--- src/rtl/icon_xfer_agent_pkg.sv ---
// Shared types and defaults for the interconnect operand-transfer agent.
// Address, data and channel types are common to the execution-unit buffers.
package icon_xfer_agent_pkg;

  localparam int unsigned ICON_XFER_FIFO_IDX_BITS = 2;

  typedef struct packed {
    logic [2:0] euidx;
    logic [3:0] uid;
    logic       spec;
  } type_exec_unit_addr;

  typedef logic [15:0] type_exec_unit_data;

  typedef struct packed {
    type_exec_unit_addr addr;
    type_exec_unit_data data;
    logic               valid;
  } type_icon_tx_channel;

  typedef struct packed {
    logic success;
  } type_icon_rx_channel;

  typedef struct packed {
    type_exec_unit_addr addr;
    logic               chan;
  } type_icon_xfer_req;

  typedef enum logic [1:0] {
    StIdle,
    StRead,
    StWrite
  } type_icon_xfer_state;

  function automatic logic [3:0] wait_inc(input logic [3:0] w);
    return (w == 4'hF) ? w : w + 4'd1;
  endfunction

endpackage

--- src/rtl/icon_xfer_agent_req_fifo.sv ---
// Small synchronous FIFO of transfer requests; the head is visible on rdata_o
// until popped.
module icon_xfer_agent_req_fifo
  import icon_xfer_agent_pkg::*;
#(
  parameter int unsigned IdxBits = ICON_XFER_FIFO_IDX_BITS
) (
  input  logic              clk,
  input  logic              reset_n,
  input  logic              push_i,
  input  type_icon_xfer_req wdata_i,
  input  logic              pop_i,
  output type_icon_xfer_req rdata_o,
  output logic              full_o,
  output logic              empty_o,
  output logic [IdxBits:0]  count_o
);

  localparam int unsigned Depth = 1 << IdxBits;

  type_icon_xfer_req  mem_q [Depth];
  logic [IdxBits-1:0] wptr_q, rptr_q;
  logic [IdxBits:0]   count_q, count_d;
  logic               push_ok, pop_ok;

  assign full_o  = count_q[IdxBits];
  assign empty_o = (count_q == '0);
  assign count_o = count_q;
  assign rdata_o = mem_q[rptr_q];

  assign push_ok = push_i & ~full_o;
  assign pop_ok  = pop_i & ~empty_o;

  always_comb begin
    count_d = count_q;
    unique case ({push_ok, pop_ok})
      2'b10:   count_d = count_q + 1'b1;
      2'b01:   count_d = count_q - 1'b1;
      default: count_d = count_q;
    endcase
  end

  always_ff @(posedge clk or negedge reset_n) begin
    if (!reset_n) begin
      wptr_q  <= '0;
      rptr_q  <= '0;
      count_q <= '0;
    end else begin
      if (push_ok) wptr_q <= wptr_q + 1'b1;
      if (pop_ok)  rptr_q <= rptr_q + 1'b1;
      count_q <= count_d;
    end
  end

  always_ff @(posedge clk) begin
    if (push_ok) mem_q[wptr_q] <= wdata_i;
  end

endmodule

--- src/rtl/icon_xfer_agent.sv ---
// Moves operands from a producer's outbound buffer into a consumer's op0/op1
// inbound buffer, one queued request at a time, retrying both sides.
module icon_xfer_agent
  import icon_xfer_agent_pkg::*;
#(
  parameter int unsigned REQ_FIFO_IDX_BITS = ICON_XFER_FIFO_IDX_BITS,
  parameter int unsigned STALL_THRESH      = 15
) (
  input  logic                clk,
  input  logic                reset_n,
  input  logic                req_valid_i,
  input  type_exec_unit_addr  req_addr_i,
  input  logic                req_chan_i,
  output logic                req_ready_o,
  input  type_exec_unit_data  src_rdata_i,
  output type_exec_unit_addr  src_raddr_o,
  output logic                src_rvalid_o,
  input  logic                src_rsuccess_i,
  output type_icon_tx_channel dst_w0_o,
  input  type_icon_rx_channel dst_w0_rx_i,
  output type_icon_tx_channel dst_w1_o,
  input  type_icon_rx_channel dst_w1_rx_i,
  output logic                busy_o,
  output logic                stall_o,
  output logic [15:0]         xfer_count_o
);

  type_icon_xfer_state        state_q, state_d;
  logic [3:0]                 wait_q, wait_d;
  type_exec_unit_data         data_q, data_d;
  logic [15:0]                xfer_q, xfer_d;
  type_icon_xfer_req          head;
  logic                       full, empty, push, pop, wr_success;
  logic [REQ_FIFO_IDX_BITS:0] fifo_count;

  assign req_ready_o  = ~full;
  assign push         = req_valid_i & req_ready_o;
  assign wr_success   = head.chan ? dst_w1_rx_i.success : dst_w0_rx_i.success;
  assign busy_o       = (state_q != StIdle) | ~empty;
  assign stall_o      = 32'(wait_q) >= STALL_THRESH;
  assign xfer_count_o = xfer_q;

  icon_xfer_agent_req_fifo #(
    .IdxBits (REQ_FIFO_IDX_BITS)
  ) u_req_fifo (
    .clk     (clk),
    .reset_n (reset_n),
    .push_i  (push),
    .wdata_i ('{addr: req_addr_i, chan: req_chan_i}),
    .pop_i   (pop),
    .rdata_o (head),
    .full_o  (full),
    .empty_o (empty),
    .count_o (fifo_count)
  );

  always_comb begin
    state_d      = state_q;
    wait_d       = wait_q;
    data_d       = data_q;
    xfer_d       = xfer_q;
    pop          = 1'b0;
    src_rvalid_o = 1'b0;
    src_raddr_o  = '0;
    dst_w0_o     = '0;
    dst_w1_o     = '0;
    unique case (state_q)
      StIdle: begin
        if (!empty) state_d = StRead;
      end
      StRead: begin
        src_rvalid_o = 1'b1;
        src_raddr_o  = head.addr;
        if (src_rsuccess_i) begin
          data_d  = src_rdata_i;
          wait_d  = '0;
          state_d = StWrite;
        end else begin
          wait_d = wait_inc(wait_q);
        end
      end
      StWrite: begin
        if (head.chan) begin
          dst_w1_o.valid = 1'b1;
          dst_w1_o.addr  = head.addr;
          dst_w1_o.data  = data_q;
        end else begin
          dst_w0_o.valid = 1'b1;
          dst_w0_o.addr  = head.addr;
          dst_w0_o.data  = data_q;
        end
        if (wr_success) begin
          pop    = 1'b1;
          xfer_d = xfer_q + 16'd1;
          wait_d = '0;
          // Stay busy if anything is left after this pop, counting a same-cycle push.
          state_d = (fifo_count > (REQ_FIFO_IDX_BITS + 1)'(1) || push) ? StRead : StIdle;
        end else begin
          wait_d = wait_inc(wait_q);
        end
      end
      default: state_d = StIdle;
    endcase
  end

  always_ff @(posedge clk or negedge reset_n) begin
    if (!reset_n) begin
      state_q <= StIdle;
      wait_q  <= '0;
      data_q  <= '0;
      xfer_q  <= '0;
    end else begin
      state_q <= state_d;
      wait_q  <= wait_d;
      data_q  <= data_d;
      xfer_q  <= xfer_d;
    end
  end

endmodule

--- config.mk ---
export PLATFORM = sky130hd
export DESIGN_NAME = icon_xfer_agent
export DESIGN_NICKNAME = d
export VERILOG_FILES = /design/src/rtl/icon_xfer_agent_pkg.sv /design/src/rtl/icon_xfer_agent_req_fifo.sv /design/src/rtl/icon_xfer_agent.sv
export SDC_FILE = /design/constraint.sdc
export NUM_CORES = 1
export LEC_CHECK = 0
export ABC_AREA = 1
export BUFFER_PORTS_ARGS = -buffer_cell sky130_fd_sc_hd__buf_4
export CAP_MARGIN = 40
export CORE_ASPECT_RATIO = 1.4
export CORE_MARGIN = 4
export CORE_UTILIZATION = 53
export DETAILED_ROUTE_END_ITERATION = 8
export PLACE_DENSITY = 0.8
export SYNTH_ARGS = -nofsm -noshare
export SYNTH_HDL_FRONTEND = slang
export SYNTH_SLANG_ARGS = --single-unit
--- constraint.sdc ---
create_clock -name clk -period 2.4 [get_ports clk]
set_input_delay 0.48 -clock clk [delete_from_list [all_inputs] [get_ports clk]]
set_output_delay 0.48 -clock clk [all_outputs]
set_load 0.05 [all_outputs]
Word-level counts from Yosys, hierarchy flattened
Memory sizes are Yosys's and may differ from the RTL's.
Index checks and enable logic that the tools add are counted.
{"block": "word_totals", "mem_bits_rw": 36, "mem_count": 1, "inputBits": 31, "elab_cells": 60, "reg_bits": 45, "output_inout_bits": 78}
{"name": "u_req_fifo.mem_q", "depth": 4, "width": 9, "read_ports": 1, "rd_clocked_by_memory_dff": 0, "write_ports": 1, "line": "icon_xfer_agent_req_fifo.sv:21", "source": "type_icon_xfer_req mem_q [Depth];"}
{"block": "op_classes", "n_bitwise": 6, "n_reduce_logical": 9, "n_lt_le_gt_ge": 2, "addsub": 6, "mux": 21, "n_eq_ne": 8}
{"cell": "two-way mux 25 bit", "count": 4}
{"cell": "adder 16 x 1 -> 16 bit, second input constant", "count": 1}
{"cell": "two-way mux 4 bit", "count": 3}
{"cell": "two-way mux 8 bit", "count": 1}
{"cell": "case mux 4 bit (2 select lines)", "count": 1}
{"cell": "two-way mux 1 bit", "count": 7}
{"cell": "two-way mux 2 bit", "count": 3}
{"cell": "inequality test 2 bit, second input constant", "count": 3}
{"cell": "case mux 2 bit (3 select lines)", "count": 1}
{"cell": "case mux 3 bit (2 select lines)", "count": 1}
{"cell": "nonzero test 2 bit", "count": 3}
{"cell": "adder 2 x 1 -> 2 bit, second input constant", "count": 2}
{"cell": "adder 4 x 1 -> 4 bit, second input constant", "count": 1}
{"cell": "== test 2 x 1 -> 1 bit, second input constant", "count": 2}
{"cell": "== test 2 bit, second input constant", "count": 2}
{"cell": "== test 4 bit, second input constant", "count": 1}
{"cell": ">= comparator 4 bit, second input constant", "count": 1}
{"cell": "AND reduction 2 bit", "count": 2}
{"cell": "adder 3 x 1 -> 3 bit, second input constant", "count": 1}
{"cell": "AND 1 bit", "count": 3}
{"cell": "greater-than comparator 3 x 1 -> 1 bit, second input constant", "count": 1}
{"cell": "zero test 3 bit", "count": 1}
{"cell": "AND reduction 3 bit", "count": 1}
{"cell": "subtractor 3 x 1 -> 3 bit, second input constant", "count": 1}
{"cell": "other kinds (4)", "count": 5}

Logic depth before layout (Yosys ltp)
Gate-level depths: netlist of run 1.
An unclocked memory read counts as a cell.
{"block": "depth", "ltp_word": 7, "ltp_mapped": 16, "mapped_depth_nobuf": 16}

Hierarchy
From an unflattened synthesis of run 1, not the netlist that was laid out.
{"block": "hier_totals", "cells_unflattened": 493, "hier_area_um2": 4140.2}
{"module": "icon_xfer_agent", "instances": 1, "cells_each": 332, "area_per_inst_um2": 2263.4}
{"module": "icon_xfer_agent_req_fifo", "instances": 1, "cells_each": 161, "area_per_inst_um2": 1876.8}

Worst setup path after synthesis of run 1
No wires, ideal clock.
{"block": "synth_timing", "path_kind": "register to output", "start": "reg state_q[0]", "end": "out dst_w1_o[20] (netlist bit)", "setup_slack_ns": -0.619, "arrival_time_ns": 2.539, "t_required_ns": 1.920, "path_stages_with_launch": 8, "path_cell_list": "dfrtp_1 -> inv_1 -> ha_1 -> inv_1 -> nor2_1 -> inv_2 -> buf_6 -> nor2_1"}
{"element": "from (decl)", "line": "icon_xfer_agent.sv:28", "source": "type_icon_xfer_state state_q, state_d;"}
{"element": "from (signal assigned)", "line": "icon_xfer_agent.sv:108", "source": "state_q <= StIdle;"}
{"element": "from (signal assigned)", "line": "icon_xfer_agent.sv:113", "source": "state_q <= state_d;"}
{"element": "to (decl)", "line": "icon_xfer_agent.sv:21", "source": "output type_icon_tx_channel dst_w1_o,"}

==> results summary, run 1 <==
The upper clock frequency limit came out at 411 MHz. The relative max-transition margin is 60.3%. No sink is reached through more buffers than the 2 on the longest clock path. Data arrives at the worst endpoint at 1.95 ns. The reported leakage power came out at 2.67 nW. The critical path required time came out at 1.92 ns.

The top-level port count came out at 109. The detail route stage leaves a number of antenna-violating nets equal to 0. The fraction of layout cells with a size suffix above 1 is 37.9%. Dividing the detail-routed via count by the number of cells gives 5.41. The starting utilization of the core area came out at 55.3%. The register clock-pin slew on the reported worst setup and hold paths came out at 0.08 ns. The cell area power density came out at 1230 mW/mm². By instance count, the leading cell after synthesis is sky130_fd_sc_hd__nand2_1. The root buffer selected by CTS is sky130_fd_sc_hd__clkbuf_8. The worst hold path belongs to the class primary input to asynchronous set/reset pin. Summed over its instances, the top area cell type makes up 27.3% of the synthesized netlist area. The highest ir drop seen on vdd came out at 0.000894 V. The pin count of the biggest net entering global routing is 46. The commonest cells after synthesis are sky130_fd_sc_hd__nand2_1, sky130_fd_sc_hd__nor2_1, sky130_fd_sc_hd__inv_1, sky130_fd_sc_hd__dfrtp_1, sky130_fd_sc_hd__edfxtp_1. Of the available clock period, the critical path in the final layout requires 101%.

The checks that failed: setup timing. Among all flip-flop cells after synthesis, the most frequent one is sky130_fd_sc_hd__dfrtp_1. The global-route total usage across every layer is 24.0%. The first global-routing pass estimated 16.9 mm of wire.

At the pin with the least slew margin, the transition time is 0.595 ns. The count of endpoints failing setup in the final report is 18. In the routed design, unresolved DRC markers number 0.

The share of flip-flops with an asynchronous set or reset after synthesis came out at 55.6%. Counting every instance in the synthesized netlist gives 465. The final route contains 3777 vias. The via count of the first global-routing pass was 3596. The initial antenna violation count is 0. The start-to-end type of the worst setup path is flip-flop to primary output.

The average detailed-routed wire length per instance is 17.7 µm. The average instance area after synthesis is 8.87 µm². The layout overhead on the synthesized area came out at 48.0%. The depth of the CTS H-tree came out at 3. The area of the core came out at 0.00745 mm².

The total half-perimeter wirelength after legalization and detailed placement is 7.43 mm. The post-route worst setup slack is -0.0307 ns. The number of different library cells used by synthesis comes to 32. Prior to clock tree synthesis, the placed netlist has a worst setup slack of 0.102 ns. The count of warnings emitted by yosys is 0. The area of the die is 0.00928 mm². The number of hold violations in the final report was 0. Setup repair after global routing could not meet its margin everywhere.

The number of cell rows is 37. The number of buffers added by the clock tree synthesis step came out at 9. The shortest period the worst path allows came out at 2.43 ns.

Summing every instance area after synthesis gives 0.00413 mm². The biggest fanout along the worst timing path is 6. The synthesized flop and latch total came out at 81.

The final setup skew came out at 0.00933 ns. For the worst-skew pair, the clock arrives at the later sink with an insertion delay of 0.35 ns. Across the run, the number of max-cap violations was 0. The part of the Yosys area used for sequential elements came out at 53.5%. Counting flops with a built-in enable in the synthesized netlist gives 36. The biggest area contributor in the post-synthesis netlist is sky130_fd_sc_hd__dfrtp_1. The number of pins exceeding their max-slew limit in the final report is 0. The repair_antennas step left the layout with diodes totalling 0.

The global route total overflow came out at 0. The CTS tree is yes. The wire length after detailed routing is 12.3 mm. After routing, the total negative slack on setup checks comes to -0.310 ns. In the final design database the tool counted 642 nets.

The layout has 432 filler cells. The clock net sink count is 81. By area the synthesized netlist is led by sky130_fd_sc_hd__dfrtp_1, sky130_fd_sc_hd__edfxtp_1, sky130_fd_sc_hd__nand2_1. The run finished, with violations left. The weighted congestion at the end of routability-driven global placement is 0.848.

STA classifies the critical path startpoint as a flip-flop. The number of input and output port buffers inserted came out at 108. Measured along the y axis, the die boundary spans 112 µm. The number of iterations in the first detailed-routing pass is 5.

STA classifies the critical path endpoint as a primary output. The number of nets in the synthesized netlist is 511. Overall power consumption after layout is estimated at 7.49 mW. Measured along the x axis, the die boundary spans 82.6 µm. The first-iteration detailed-routing DRC count is 301.
[worst max-delay path, stage by stage, from the launching register on]
cell and delay, ns:
sky130_fd_sc_hd__dfrtp_1 0.41, sky130_fd_sc_hd__buf_6 0.14, sky130_fd_sc_hd__inv_6 0.07, sky130_fd_sc_hd__nand2_4 0.05, sky130_fd_sc_hd__nand3_4 0.07, sky130_fd_sc_hd__nand2_4 0.06, sky130_fd_sc_hd__buf_6 0.12, sky130_fd_sc_hd__nor2_4 0.12
sky130_fd_sc_hd__buf_12 0.18, sky130_fd_sc_hd__clkinv_8 0.10, sky130_fd_sc_hd__nor2_4 0.11, sky130_fd_sc_hd__buf_8 0.15
[power by group]
group	switching (mW)	internal [mW]	total [mW]
clock	0.506	0.585	1.09
combinational	2.88	1.37	4.25
sequential	0.275	1.87	2.15
[repair_timing]
item                                   4_1_cts  5_1_grt
setup endpoints to repair                   47       56
gates resized for setup                     57       77
pin swaps                                    1        5
endpoints found under the hold margin        0        0
gates cloned                                 1        4
buffers inserted                             4        6
hold buffers                                 0        0
[cell type report]
class	instances	area, µm²	share of cell area, %
Timing Repair inverter	3	51.3	0.840
Tap cell	97	121	1.99
Clock buffer	11	131	2.15
Clock inverter	5	80.1	1.31
Inverter	58	250	4.10
Multi-Input combinational cell	312	1960	32.1
Sequential cell	81	2210	36.2
Timing Repair Buffer	131	1300	21.3
[metal layers]
metal | GRT usage (%) | up-vias | part of all wire, %
li1 | - | 1762 | -
met1 | 25.7 | 1797 | 34
met2 | 43.8 | 178 | 55
met3 | 5.54 | 40 | 6.7
met4 | 10.0 | 0 | 4.6
met5 | 0 | - | 0
[cell families after synthesis]
kind of cell             after synthesis  share of synthesized area (%)
AO/OA/AOI/OAI                         55                           7.80
AND/OR/NAND/NOR                      230                           23.6
buffers and inverters                 72                           7.98
adder cells (fa/ha/maj)               15                           4.55
XOR/XNOR                              12                           2.55
flip-flops                            81                           53.5
[through the flow]
stage | util, % | instances | cell area (µm²) | hold WS [ns]
global route | 81.9 | 698 | 6110 | 0.163
finish | 81.9 | 698 | 6110 | 0.127
global placement | 69.9 | 667 | 5210 | 0.506
CTS | 76.2 | 688 | 5680 | 0.143
floorplan | - | 465 | 4290 | 0.184
detailed placement | 69.9 | 667 | 5210 | 0.510
[layout by cell type, fill, tap and decap left out, types with 7 or more instances in the layout]
cell type / n
sky130_fd_sc_hd__nor2_2: 14
sky130_fd_sc_hd__buf_8: 14
sky130_fd_sc_hd__nor3_1: 7
sky130_fd_sc_hd__o21ai_1: 8
sky130_fd_sc_hd__ha_1: 13
sky130_fd_sc_hd__xor2_1: 8
sky130_fd_sc_hd__dfrtp_1: 44
sky130_fd_sc_hd__a21oi_1: 14
sky130_fd_sc_hd__buf_4: 73
sky130_fd_sc_hd__nor2_4: 37
sky130_fd_sc_hd__inv_1: 50
sky130_fd_sc_hd__nand2_1: 109
sky130_fd_sc_hd__nor2_1: 26
sky130_fd_sc_hd__clkbuf_8: 9
sky130_fd_sc_hd__buf_6: 40
sky130_fd_sc_hd__nand3_1: 14
sky130_fd_sc_hd__edfxtp_1: 36
sky130_fd_sc_hd__o21ai_0: 22
[final timing paths]
kind                                          end  cells past startpoint                   from  slack, ns
max                                   dst_w1_o[7]                     11   u_req_fifo.rptr_q[0]      -0.03
min                              xfer_count_o[14]                      1                reset_n       0.13
max reg2reg                 u_req_fifo.count_o[2]                     15   u_req_fifo.rptr_q[0]       0.12
min reg2reg                 u_req_fifo.count_o[2]                      2  u_req_fifo.count_o[2]       0.53
max in group asynchronous    u_req_fifo.rptr_q[1]                      1                reset_n       1.83
min in group clk           u_req_fifo.mem_q[1][7]                      1          req_addr_i[6]       0.32
[flip-flops by register name (all words and copies together), names as in the netlist]
signal / cells
u_req_fifo.count_o: 3
u_req_fifo.mem_q: 36
u_req_fifo.rptr_q: 2
wait_q: 4
state_q: 2
data_q: 16
xfer_count_o: 16
u_req_fifo.wptr_q: 2
Note: power is estimated with default switching activity, not from simulation.
==> inputs of run 2 (changes only) <==
ABC_AREA = not set   (was 1)
CORE_UTILIZATION = 52   (was 53)
PLACE_DENSITY = 0.79   (was 0.8)
==> results summary, run 2 <==
The die covers 0.00907 mm². The clock passes through at most 2 buffers. The count of hold-fix buffers inserted at cts came out at 0.

The number of cells in the finished layout apart from fillers is 527. On the final layout, the worst clock skew is 0.0107 ns. The via count came out at 2859. The top-level port count is 109. The worst setup slack for register-to-register paths came out at 0.15 ns. The largest total area in the synthesized netlist belongs to sky130_fd_sc_hd__dfrtp_1. The count of unresolved DRC violations after routing came out at 0. The synthesized flop and latch total is 81. The share of the synthesized area in the top cell type is 28.5%.

Leaving out fill and tap cells, the most frequent cell in the layout is sky130_fd_sc_hd__buf_4. The area of the core came out at 0.00736 mm². The share of the core filled with cells is 70.9%. At the placement stage, the worst setup path has a slack of 0.249 ns. The register clock-pin slew on the reported worst setup and hold paths came out at 0.08 ns.

The type of destination of the critical path is a primary output. The highest ir drop seen on vdd is 0.000606 V. The average instance area after synthesis came out at 12.6 µm². The clock net sink count is 81.

The final reports fail on setup timing. In the final layout, the share of cells above drive strength 1 is 42.3%. The upper clock frequency limit came out at 410 MHz.

The first detailed-routing pass ran for 4 iterations. In the synthesized netlist, the cells that appear most often are sky130_fd_sc_hd__dfrtp_1, sky130_fd_sc_hd__and2_1, sky130_fd_sc_hd__edfxtp_1, sky130_fd_sc_hd__and3_1, sky130_fd_sc_hd__xnor2_1. In this run the critical register-to-register path is captured at state_q[0]. The cell count after synthesis came out at 313. The per-cell via count in the routed design came out at 5.43. The run finished, with violations left. By area the synthesized netlist is led by sky130_fd_sc_hd__dfrtp_1, sky130_fd_sc_hd__edfxtp_1, sky130_fd_sc_hd__and2_1. The slew of the pin with the lowest slew margin is 0.567 ns. The end point of the critical path is dst_w0_o[19]. The number of hold violations in the final report came out at 0. The final layout contains 471 nets. The final antenna diode count is 0. The number of pins exceeding their max-slew limit in the final report came out at 0. Setup repair after global routing could not meet its margin everywhere. After the first detailed-routing iteration, the DRC count stood at 174. The number of cell rows came out at 37. The post-route antenna net violation count is 0. Among all cell types in the netlist, the one instantiated most often is sky130_fd_sc_hd__dfrtp_1. The initial antenna violation count is 0. Of all nets on the critical path, the largest fanout is 13. The number of instances in the placed design came out at 509. The critical path required time is 1.92 ns. The via count of the first global-routing pass is 2883. The top register by number of flip-flops is u_req_fifo.mem_q. The number of buffers added by the clock tree synthesis step came out at 9.

The cell area that synthesis handed to floorplanning was 0.00395 mm². The count of warnings emitted by yosys is 0. Relative to the synthesized area, the layout overhead comes to 32.2%. The relative max-transition margin is 62.2%.

The reported leakage power is 2.34 nW. The arrival time of data at the critical path endpoint is 1.96 ns. After layout, the worst path uses 102% of the clock period. The filler cell count in the final layout came out at 537. For this run, the total global-route usage over all layers was measured as 20.3%. The footprint of the flip-flops and latches came out at 0.00221 mm². The total half-perimeter wirelength after legalization and detailed placement is 6.15 mm. CTS built an H-tree with a depth of 3.

The pin count of the biggest net entering global routing came out at 46. The die is 81.6 µm wide. For this block, the routed nets add up to 8.91 mm of wire. The class of the worst hold path is primary input to asynchronous set/reset pin. The worst setup path startpoint is u_req_fifo.mem_q[1][0]. The tool flagged a number of max-cap violations equal to 0. STA classifies the critical path startpoint as a flip-flop.

For the worst flop-to-flop path, the logic depth is 6. From bottom edge to top edge, the die measures 111 µm. The total overflow left after global routing is 0. The shortest period the worst path allows came out at 2.44 ns. The weighted congestion at the end of routability-driven global placement is 0.804. Clock latency on the worst-skew pair, taken at its later pin, is 0.35 ns.

The area of the multi-input gates came out at 0.00165 mm². Dividing total power by cell area gives a power density of 1200 mW/mm². Among all flip-flop cells after synthesis, the most frequent one is sky130_fd_sc_hd__dfrtp_1.

The starting utilization of the core area is 53.6%. The startpoint identified for the worst register-to-register timing path is u_req_fifo.mem_q[1][0]. The critical path is of the flip-flop to primary output type. The average detailed-routed wire length per instance came out at 16.9 µm.

Yosys mapped a number of flops with a built-in enable equal to 36. After layout, the worst setup slack is -0.0367 ns. The count of buffers added on input and output ports is 108. The number of flip-flops in the largest register came out at 36.

The root buffer selected by CTS is sky130_fd_sc_hd__clkbuf_8. The number of nets in the synthesized netlist is 359. The total power consumption of the routed design is 6.25 mW. The library cells used most frequently in the layout, excluding fill and tap cells, are sky130_fd_sc_hd__buf_4, sky130_fd_sc_hd__dfrtp_1, sky130_fd_sc_hd__edfxtp_1. Setup violations remaining at the end of the flow were counted as 22.

TritonCTS built the clock tree. The first global-routing pass estimated 14.1 mm of wire. The share of flip-flops with an asynchronous set or reset after synthesis is 55.6%. The number of distinct library cells after synthesis is 37. The part of the Yosys area used for sequential elements is 55.9%.
-- run 2: how the worst min path moves through the flow --
| stage | startpoint | to | slack (ns) | cells past startpoint |
|---|---|---|---|---|
| floorplan | reset_n | data_q[0] | 0.18 | 0 |
| global placement | xfer_count_o[15] | xfer_count_o[15] | 0.48 | 1 |
| detailed placement | xfer_count_o[15] | xfer_count_o[15] | 0.46 | 1 |
| CTS | reset_n | u_req_fifo.wptr_q[0] | 0.13 | 1 |
| global route | reset_n | u_req_fifo.wptr_q[0] | 0.16 | 1 |
| finish | reset_n | u_req_fifo.count_o[0] | 0.11 | 1 |
-- run 2: cells by family after synthesis --
group / Yosys count / share of synthesized area [%]
adder cells (fa/ha/maj): 15 / 4.76
AO/OA/AOI/OAI: 16 / 2.76
multiplexers: 31 / 11.5
AND/OR/NAND/NOR: 117 / 17.1
XOR/XNOR: 21 / 4.66
buffers and inverters: 32 / 3.30
flip-flops: 81 / 55.9
-- run 2: layout make-up --
class	instances	area share, %
clock buffers	10	2.45
clock inverters	6	0.839
inverters	15	1.08
multi-input cells	200	31.7
flip-flops and latches	81	42.3
well taps	97	2.33
repair buffers	118	19.3
-- run 2: per-layer routing --
metal,up-vias,GRT usage [%],part of all wire [%]
met5,-,0,0
met4,0,8.76,2.2
met3,20,4.55,6.0
met2,92,35.0,55
met1,1399,23.5,37
li1,1348,-,-
-- run 2: critical path, cell delays in order (launching register included) --
cell and delay, ns:
sky130_fd_sc_hd__edfxtp_1 0.41, sky130_fd_sc_hd__mux4_2 0.53, sky130_fd_sc_hd__nor2_4 0.16, sky130_fd_sc_hd__buf_6 0.17, sky130_fd_sc_hd__and2_2 0.14, sky130_fd_sc_hd__buf_4 0.19
-- run 2: through the flow --
step / hold WS [ns] / TNS [ns] / cell area, µm²
after global placement: 0.482 / 0 / 4880
after CTS: 0.128 / -0.405 / 5120
after global routing: 0.156 / -3.00 / 5220
final: 0.107 / -0.272 / 5220
after detailed placement: 0.460 / 0 / 4880
after floorplan: 0.184 / 0 / 3960
-- run 2: where the power goes --
group | internal [mW] | total, mW | switching, mW
logic | 1.24 | 3.25 | 2.02
clock network | 0.381 | 0.871 | 0.491
registers | 1.83 | 2.12 | 0.288
total | 3.45 | 6.25 | 2.80
-- run 2: what timing repair did --
item	CTS	global route
resized for setup	20	27
gates cloned	0	1
pin swaps	0	2
setup buffers	1	0
endpoints found under the setup margin	52	58
